--- src/rtl/kmeans_pkg.sv ---
// Shared definitions for the k-means centroid update block: FSM encoding, problem size,
// and accumulator width helper.
package kmeans_pkg;

    localparam int unsigned K = 3;
    localparam int unsigned D = 4;

    typedef enum logic [1:0] {
        ACC,
        DIV,
        DONE
    } state_t;

    // Accumulators hold up to (2^cnt_w - 1) samples of (2^data_w - 1), so this never wraps.
    function automatic int unsigned sum_width(input int unsigned data_w,
                                              input int unsigned cnt_w);
        return data_w + cnt_w;
    endfunction

endpackage

--- src/rtl/kmeans_serial_div.sv ---
// Restoring serial divider: one load cycle on start, then one quotient bit per cycle
// for dividend_width cycles.
module kmeans_serial_div #(
    parameter int unsigned dividend_width = 32,
    parameter int unsigned divisor_width  = 16,
    parameter int unsigned quotient_width = 16
) (
    input  logic                      clk,
    input  logic                      rst,
    input  logic                      start,
    input  logic [dividend_width-1:0] dividend,
    input  logic [divisor_width-1:0]  divisor,
    output logic [quotient_width-1:0] quotient,
    output logic                      busy
);

    localparam int unsigned IterW = $clog2(dividend_width + 1);

    logic [dividend_width-1:0] q_q;
    logic [divisor_width-1:0]  rem_q;
    logic [divisor_width-1:0]  dvs_q;
    logic [IterW-1:0]          iter_q;
    logic [divisor_width:0]    trial;
    logic                      take;

    // Remainder stays below the divisor, so the shifted trial fits in one extra bit.
    always_comb begin
        trial = {rem_q, q_q[dividend_width-1]};
        take  = (trial >= {1'b0, dvs_q});
    end

    always_ff @(posedge clk or posedge rst) begin
        if (rst) begin
            q_q    <= '0;
            rem_q  <= '0;
            dvs_q  <= '0;
            iter_q <= '0;
        end else if (start) begin
            q_q    <= dividend;
            rem_q  <= '0;
            dvs_q  <= divisor;
            iter_q <= IterW'(dividend_width);
        end else if (iter_q != '0) begin
            iter_q <= iter_q - IterW'(1);
            q_q    <= {q_q[dividend_width-2:0], take};
            if (take) begin
                rem_q <= divisor_width'(trial - {1'b0, dvs_q});
            end else begin
                rem_q <= trial[divisor_width-1:0];
            end
        end
    end

    assign quotient = q_q[quotient_width-1:0];
    assign busy     = (iter_q != '0);

endmodule

--- src/rtl/kmeans_centroid_update_k3_d4.sv ---
// Accumulates classified points per centroid, then divides serially to produce new centroids.
// Define KMEANS_UPD_ROUND_EN for round-to-nearest quotients (default build truncates).
module kmeans_centroid_update_k3_d4
    import kmeans_pkg::*;
#(
    parameter int unsigned input_data_width  = 16,
    parameter int unsigned centroid_id_width = 2,
    parameter int unsigned count_width       = 16
) (
    input  logic                         clk,
    input  logic                         rst,
    input  logic [input_data_width-1:0]  centroid0_d0,
    input  logic [input_data_width-1:0]  centroid0_d1,
    input  logic [input_data_width-1:0]  centroid0_d2,
    input  logic [input_data_width-1:0]  centroid0_d3,
    input  logic [input_data_width-1:0]  centroid1_d0,
    input  logic [input_data_width-1:0]  centroid1_d1,
    input  logic [input_data_width-1:0]  centroid1_d2,
    input  logic [input_data_width-1:0]  centroid1_d3,
    input  logic [input_data_width-1:0]  centroid2_d0,
    input  logic [input_data_width-1:0]  centroid2_d1,
    input  logic [input_data_width-1:0]  centroid2_d2,
    input  logic [input_data_width-1:0]  centroid2_d3,
    input  logic                         valid_in,
    output logic                         ready_in,
    input  logic [input_data_width-1:0]  input_data0,
    input  logic [input_data_width-1:0]  input_data1,
    input  logic [input_data_width-1:0]  input_data2,
    input  logic [input_data_width-1:0]  input_data3,
    input  logic [centroid_id_width-1:0] selected_centroid,
    input  logic                         last_in,
    output logic [input_data_width-1:0]  new_centroid0_d0,
    output logic [input_data_width-1:0]  new_centroid0_d1,
    output logic [input_data_width-1:0]  new_centroid0_d2,
    output logic [input_data_width-1:0]  new_centroid0_d3,
    output logic [input_data_width-1:0]  new_centroid1_d0,
    output logic [input_data_width-1:0]  new_centroid1_d1,
    output logic [input_data_width-1:0]  new_centroid1_d2,
    output logic [input_data_width-1:0]  new_centroid1_d3,
    output logic [input_data_width-1:0]  new_centroid2_d0,
    output logic [input_data_width-1:0]  new_centroid2_d1,
    output logic [input_data_width-1:0]  new_centroid2_d2,
    output logic [input_data_width-1:0]  new_centroid2_d3,
    output logic                         done,
    output logic                         overflow
);

    localparam int unsigned SumW  = sum_width(input_data_width, count_width);
    localparam int unsigned NumQ  = K * D;
    localparam int unsigned CycW  = $clog2(SumW + 1);
    localparam int unsigned QIdxW = $clog2(NumQ + 1);
    localparam int unsigned KIdxW = $clog2(K);
    localparam int unsigned DIdxW = $clog2(D);

    localparam logic [QIdxW-1:0]             LastQ   = QIdxW'(NumQ);
    localparam logic [CycW-1:0]              LastCyc = CycW'(SumW);
    localparam logic [centroid_id_width-1:0] NumK    = centroid_id_width'(K);

    typedef logic [input_data_width-1:0] coord_t;

    coord_t                 cent   [NumQ];
    coord_t                 din    [D];
    coord_t                 new_q  [NumQ];
    coord_t                 quot_q [NumQ];
    logic [SumW-1:0]        sum_q  [K][D];
    logic [count_width-1:0] cnt_q  [K];

    state_t                 state_q, state_d;
    logic [QIdxW-1:0]       qidx_q;
    logic [CycW-1:0]        cyc_q;
    logic                   done_q;
    logic                   overflow_q;

    logic                   accept;
    logic                   sel_valid;
    logic [KIdxW-1:0]       sel_k;
    logic [KIdxW-1:0]       div_k;
    logic [DIdxW-1:0]       div_d;
    logic                   div_start;
    logic                   div_busy;
    logic [SumW-1:0]        div_base;
    logic [SumW-1:0]        div_dividend;
    logic [count_width-1:0] div_divisor;
    coord_t                 div_quot;

    assign cent[0]  = centroid0_d0;
    assign cent[1]  = centroid0_d1;
    assign cent[2]  = centroid0_d2;
    assign cent[3]  = centroid0_d3;
    assign cent[4]  = centroid1_d0;
    assign cent[5]  = centroid1_d1;
    assign cent[6]  = centroid1_d2;
    assign cent[7]  = centroid1_d3;
    assign cent[8]  = centroid2_d0;
    assign cent[9]  = centroid2_d1;
    assign cent[10] = centroid2_d2;
    assign cent[11] = centroid2_d3;

    assign din[0] = input_data0;
    assign din[1] = input_data1;
    assign din[2] = input_data2;
    assign din[3] = input_data3;

    assign new_centroid0_d0 = new_q[0];
    assign new_centroid0_d1 = new_q[1];
    assign new_centroid0_d2 = new_q[2];
    assign new_centroid0_d3 = new_q[3];
    assign new_centroid1_d0 = new_q[4];
    assign new_centroid1_d1 = new_q[5];
    assign new_centroid1_d2 = new_q[6];
    assign new_centroid1_d3 = new_q[7];
    assign new_centroid2_d0 = new_q[8];
    assign new_centroid2_d1 = new_q[9];
    assign new_centroid2_d2 = new_q[10];
    assign new_centroid2_d3 = new_q[11];

    assign done     = done_q;
    assign overflow = overflow_q;

    assign accept    = valid_in && ready_in;
    assign sel_valid = (selected_centroid < NumK);
    assign sel_k     = KIdxW'(selected_centroid);
    assign div_k     = KIdxW'(qidx_q >> DIdxW);
    assign div_d     = DIdxW'(qidx_q);

    // Each quotient slot is S+1 cycles: cyc_q==0 loads, the remaining S cycles iterate.
    always_comb begin
        state_d   = state_q;
        ready_in  = 1'b0;
        div_start = 1'b0;
        case (state_q)
            ACC: begin
                ready_in = 1'b1;
                if (valid_in && last_in) state_d = DIV;
            end
            DIV: begin
                if (cyc_q == '0 && qidx_q == LastQ) state_d = DONE;
                else if (cyc_q == '0 && !div_busy) div_start = 1'b1;
            end
            DONE:    state_d = ACC;
            default: state_d = ACC;
        endcase
    end

    // An empty cluster divides its current centroid by one so its timing matches the others.
    always_comb begin
        div_base    = '0;
        div_divisor = count_width'(1);
        if (qidx_q < LastQ) begin
            if (cnt_q[div_k] != '0) begin
                div_base    = sum_q[div_k][div_d];
                div_divisor = cnt_q[div_k];
            end else begin
                div_base = SumW'(cent[qidx_q]);
            end
        end
    end

`ifdef KMEANS_UPD_ROUND_EN
    logic [SumW:0] div_round;
    assign div_round    = {1'b0, div_base} + (SumW + 1)'(div_divisor >> 1);
    assign div_dividend = div_round[SumW-1:0];
`else
    assign div_dividend = div_base;
`endif

    kmeans_serial_div #(
        .dividend_width (SumW),
        .divisor_width  (count_width),
        .quotient_width (input_data_width)
    ) u_div (
        .clk      (clk),
        .rst      (rst),
        .start    (div_start),
        .dividend (div_dividend),
        .divisor  (div_divisor),
        .quotient (div_quot),
        .busy     (div_busy)
    );

    always_ff @(posedge clk or posedge rst) begin
        if (rst) begin
            state_q <= ACC;
        end else begin
            state_q <= state_d;
        end
    end

    always_ff @(posedge clk or posedge rst) begin
        if (rst) begin
            for (int k = 0; k < K; k++) begin
                cnt_q[k] <= '0;
                for (int d = 0; d < D; d++) sum_q[k][d] <= '0;
            end
            for (int i = 0; i < NumQ; i++) begin
                new_q[i]  <= '0;
                quot_q[i] <= '0;
            end
            qidx_q     <= '0;
            cyc_q      <= '0;
            done_q     <= 1'b0;
            overflow_q <= 1'b0;
        end else begin
            done_q <= 1'b0;
            case (state_q)
                ACC: begin
                    qidx_q <= '0;
                    cyc_q  <= '0;
                    if (accept && sel_valid) begin
                        if (&cnt_q[sel_k]) begin
                            overflow_q <= 1'b1;
                        end else begin
                            cnt_q[sel_k] <= cnt_q[sel_k] + count_width'(1);
                            for (int d = 0; d < D; d++) begin
                                sum_q[sel_k][d] <= sum_q[sel_k][d] + SumW'(din[d]);
                            end
                        end
                    end
                end
                DIV: begin
                    if (cyc_q == LastCyc) begin
                        cyc_q  <= '0;
                        qidx_q <= qidx_q + QIdxW'(1);
                    end else begin
                        cyc_q <= cyc_q + CycW'(1);
                    end
                    // Previous slot's quotient is final here, just before the divider reloads.
                    if (cyc_q == '0 && qidx_q != '0) begin
                        quot_q[qidx_q - QIdxW'(1)] <= div_quot;
                    end
                    if (cyc_q == '0 && qidx_q == LastQ) begin
                        for (int i = 0; i < NumQ - 1; i++) new_q[i] <= quot_q[i];
                        new_q[NumQ-1] <= div_quot;
                        done_q        <= 1'b1;
                    end
                end
                DONE: begin
                    for (int k = 0; k < K; k++) begin
                        cnt_q[k] <= '0;
                        for (int d = 0; d < D; d++) sum_q[k][d] <= '0;
                    end
                end
                default: ;
            endcase
        end
    end

endmodule

--- config.mk ---
export PLATFORM = sky130hd
export DESIGN_NAME = kmeans_centroid_update_k3_d4
export DESIGN_NICKNAME = d
export VERILOG_FILES = /design/src/rtl/kmeans_pkg.sv /design/src/rtl/kmeans_serial_div.sv /design/src/rtl/kmeans_centroid_update_k3_d4.sv
export SDC_FILE = /design/constraint.sdc
export NUM_CORES = 2
export LEC_CHECK = 0
export CORE_MARGIN = 1.5
export CORE_UTILIZATION = 30
export DETAILED_ROUTE_END_ITERATION = 8
export PLACE_DENSITY = 0.45
export SLEW_MARGIN = 25
export SYNTH_ARGS = -nofsm -noshare
export SYNTH_HDL_FRONTEND = slang
export SYNTH_SLANG_ARGS = --single-unit
--- constraint.sdc ---
create_clock -name clk -period 32.5 [get_ports clk]
set_clock_uncertainty 0.05 [all_clocks]
set_input_delay 6.5 -clock clk [delete_from_list [all_inputs] [get_ports clk]]
set_output_delay 6.5 -clock clk [all_outputs]
set_load 0.01 [all_outputs]
==> impl_metrics.toml <==
[status]
outcome = "finished, final reports clean"

[grt]
grt_pass1_wl_um = 260000
grt_overflow = 0
grt_max_degree = 202
antenna_found_initial = 9
grt_pass1_vias = 36400
grt_usage = 0.212

[floorplanning]
initial_utilization = 0.303
rows = 146
fp.dieW_um = 403
die_h_um = 403
dieArea_sq_mm = 0.163
core_sq_mm = 0.159
ioPinCount = 457

[setup_path]
worstPathRequired_ps = 33070
worstPathArrival_ps = 11790
critPathLaunchType = "primary input"
reg2reg_depth = 8
critPathKind = "primary input to register"
path_max_fanout = 96
cp-end-kind = "register"
rrSetupSlack_ps = 27670

[worst_hold_path]
whs_path_depth = 1
hp-class = "register to register"

[timing]
worst_slack_ps = 21280
finalSetupViolations = 0
layout_worst_path_cycle_share = 0.345
max_freq_mhz = 89.1
maxSlewHeadroom = 0.245
slew_violations = 0
period_needed_ps = 11220
tightestPinTransition_ps = 1130
hold_viol_final = 0
rsz0062_at_grt = "no"
setup_tns_ps = 0

[synthesis]
post_synth_num_cell_types = 97
synth-edff-count = 0
syn_inst = 4382
synth_seq_area_share = 0.460
postSynthAreaPerCell_sq_um = 11.0
netlist_area_sq_mm = 0.0481
synthArstFlopShare = 1.00
synthFlopType = "dfrtp_1"
syn-num-nets = 4739
synth_warnings = 0
synth_seq_cells = 884

[clocking]
cts_tree = "built"
clkLatencyLatePin_ps = 770
clock_path_buffers = 3
numCtsBuffers = 106
cts.sinks = 884
hold_buffers = 0
post_cts_buffers = 0
clkTransAtPathRegs_ps = 60
cts_resized = 0
cts_max_level = 3
cts_root_buf = "clkbuf_16"

[layout]
nets = 5028
multiInputGateArea_sq_mm = 0.0241
layout.cells.non_filler = 6838
syn2layout_area_growth_pct = 20.6
regArea_sq_mm = 0.0221
fillers = 15700
final_area_sq_mm = 0.0580
drive_gt1_frac = 0.178

[route]
vias = 36900
via_per_inst = 5.40
wirelength_um = 175000
first_pass_iters = 5
post-route-drc-count = 0
routedWlPerCell_um = 25.6
initialDrtViolationCount = 2586
drt.antenna.violating_nets = 0

[placement]
post-place-ws_ps = 20580
placed_cell_area_sq_mm = 0.0542
post-dp-hpwl_um = 120000
io_buffer_count = 456
placedCellCount = 6633
place_congestion = 0.809

[power]
fin_total_pwr_mw = 3.23
leakagePower_nw = 25.1
powerDensity_mw_per_mm2 = 55.7
ir_worst_vdd_v = 0.0000457

[flow_run]
cap_violations = 0
==> logic make-up after synthesis <==
| family | Yosys count | share of synthesized area |
|---|---|---|
| and+or+nand+nor | 1136 | 0.119 |
| AOI/OAI and AO/OA | 1001 | 0.136 |
| DFF | 884 | 0.460 |
| muxes | 752 | 0.200 |
| buffers and inverters | 414 | 0.0416 |
| xor gates and xnor gates | 100 | 0.0182 |
| adders and majority gates | 95 | 0.0255 |
==> cells in the final DEF, fill, tap and decap left out, types with 65 or more instances in the layout <==
cell	instances
ha_1	90
nand2_1	285
o21ai_1	137
mux2i_1	239
nor2_1	114
clkdlybuf4s50_1	454
clkbuf_16	106
a21oi_1	106
o31ai_1	68
inv_1	65
o21ai_0	294
dfrtp_1	880
mux4_2	128
mux2_2	384
nand3_1	480
==> sequential cells by signal, summed over array words and instances (netlist names), 32 cells and up <==
signal	count
cnt_q	48
quot_q	176
sum_q	384
u_div.q_q	32
==> Yosys cell counts, drive strengths merged, types with 19 or more instances <==
| library cell | instances | area (sq um) |
|---|---|---|
| o2bb2ai | 63 | 696 |
| mux2i | 239 | 2390 |
| and3 | 57 | 357 |
| mux2 | 385 | 4340 |
| mux4 | 128 | 2880 |
| xor2 | 54 | 473 |
| o22ai | 32 | 200 |
| a21oi | 109 | 546 |
| nor3 | 34 | 196 |
| nand2 | 289 | 1090 |
| or4 | 26 | 203 |
| o211ai | 47 | 353 |
| a31oi | 21 | 131 |
| inv | 68 | 255 |
| a21o | 48 | 360 |
| nand4 | 19 | 168 |
| o21ai | 432 | 2160 |
| a211oi | 25 | 188 |
| nor2 | 118 | 453 |
| buf | 169 | 1080 |
| a31o | 28 | 245 |
| xnor2 | 46 | 403 |
| dfrtp | 884 | 22100 |
| nand3 | 482 | 2420 |
| o31ai | 68 | 510 |
| nor4 | 21 | 180 |
| clkbuf | 177 | 664 |
| a221o | 20 | 200 |
| ha | 90 | 1130 |
==> stage by stage <==
step                      hold slack [ps]   util
after global placement                429  0.342
after global routing                  425  0.365
after floorplan                       416      -
after detailed placement              431  0.342
final                                 410  0.365
after CTS                             390  0.365
==> cell type report <==
| cell class | instances | area share |
|---|---|---|
| multi-input cells | 3084 | 0.416 |
| flip-flops and latches | 884 | 0.382 |
| repair buffers | 527 | 0.0899 |
| clock buffers | 151 | 0.0514 |
| well taps | 2072 | 0.0447 |
| clock inverters | 47 | 0.0121 |
| inverters | 68 | 0.00453 |
| diodes | 5 | 0.000216 |
==> worst paths after layout <==
kind                                       from             endpoint
setup / recovery           selected_centroid[1]           sum_q[348]
hold / removal                    u_div.q_q[21]        u_div.q_q[22]
setup reg to reg                      qidx_q[2]        u_div.q_q[20]
hold reg to reg                   u_div.q_q[21]        u_div.q_q[22]
max in group asynchronous                   rst  new_centroid0_d0[7]
min in group asynchronous                   rst            sum_q[99]
==> where the power goes <==
part | leakage, nW | switching [mW] | internal, mW
Combinational | 11.2 | 0.383 | 0.293
Sequential | 12.1 | 0.131 | 1.17
Clock | 1.80 | 0.521 | 0.732
==> per-layer routing <==
layer | track usage | vias up | wire [um] | share of wire
met2 | 0.352 | 950 | 84500 | 0.48
met3 | 0.0326 | 140 | 9210 | 0.053
met1 | 0.290 | 18800 | 78500 | 0.45
li1 | - | 17000 | - | -
met4 | 0.0489 | 2 | 2840 | 0.016
met5 | 0 | - | 13 | 0.000074
==> worst max-delay path, cell delays in order <==
cell	delay [ps]
buf_6	380
nor2b_4	410
buf_12	430
o2bb2ai_1	260
ha_1	300
nand2_1	130
nor3_4	510
a21o_4	630
buf_4	810
buf_4	850
and3_1	260
a31o_1	100
(Power assumes the default switching activity.)
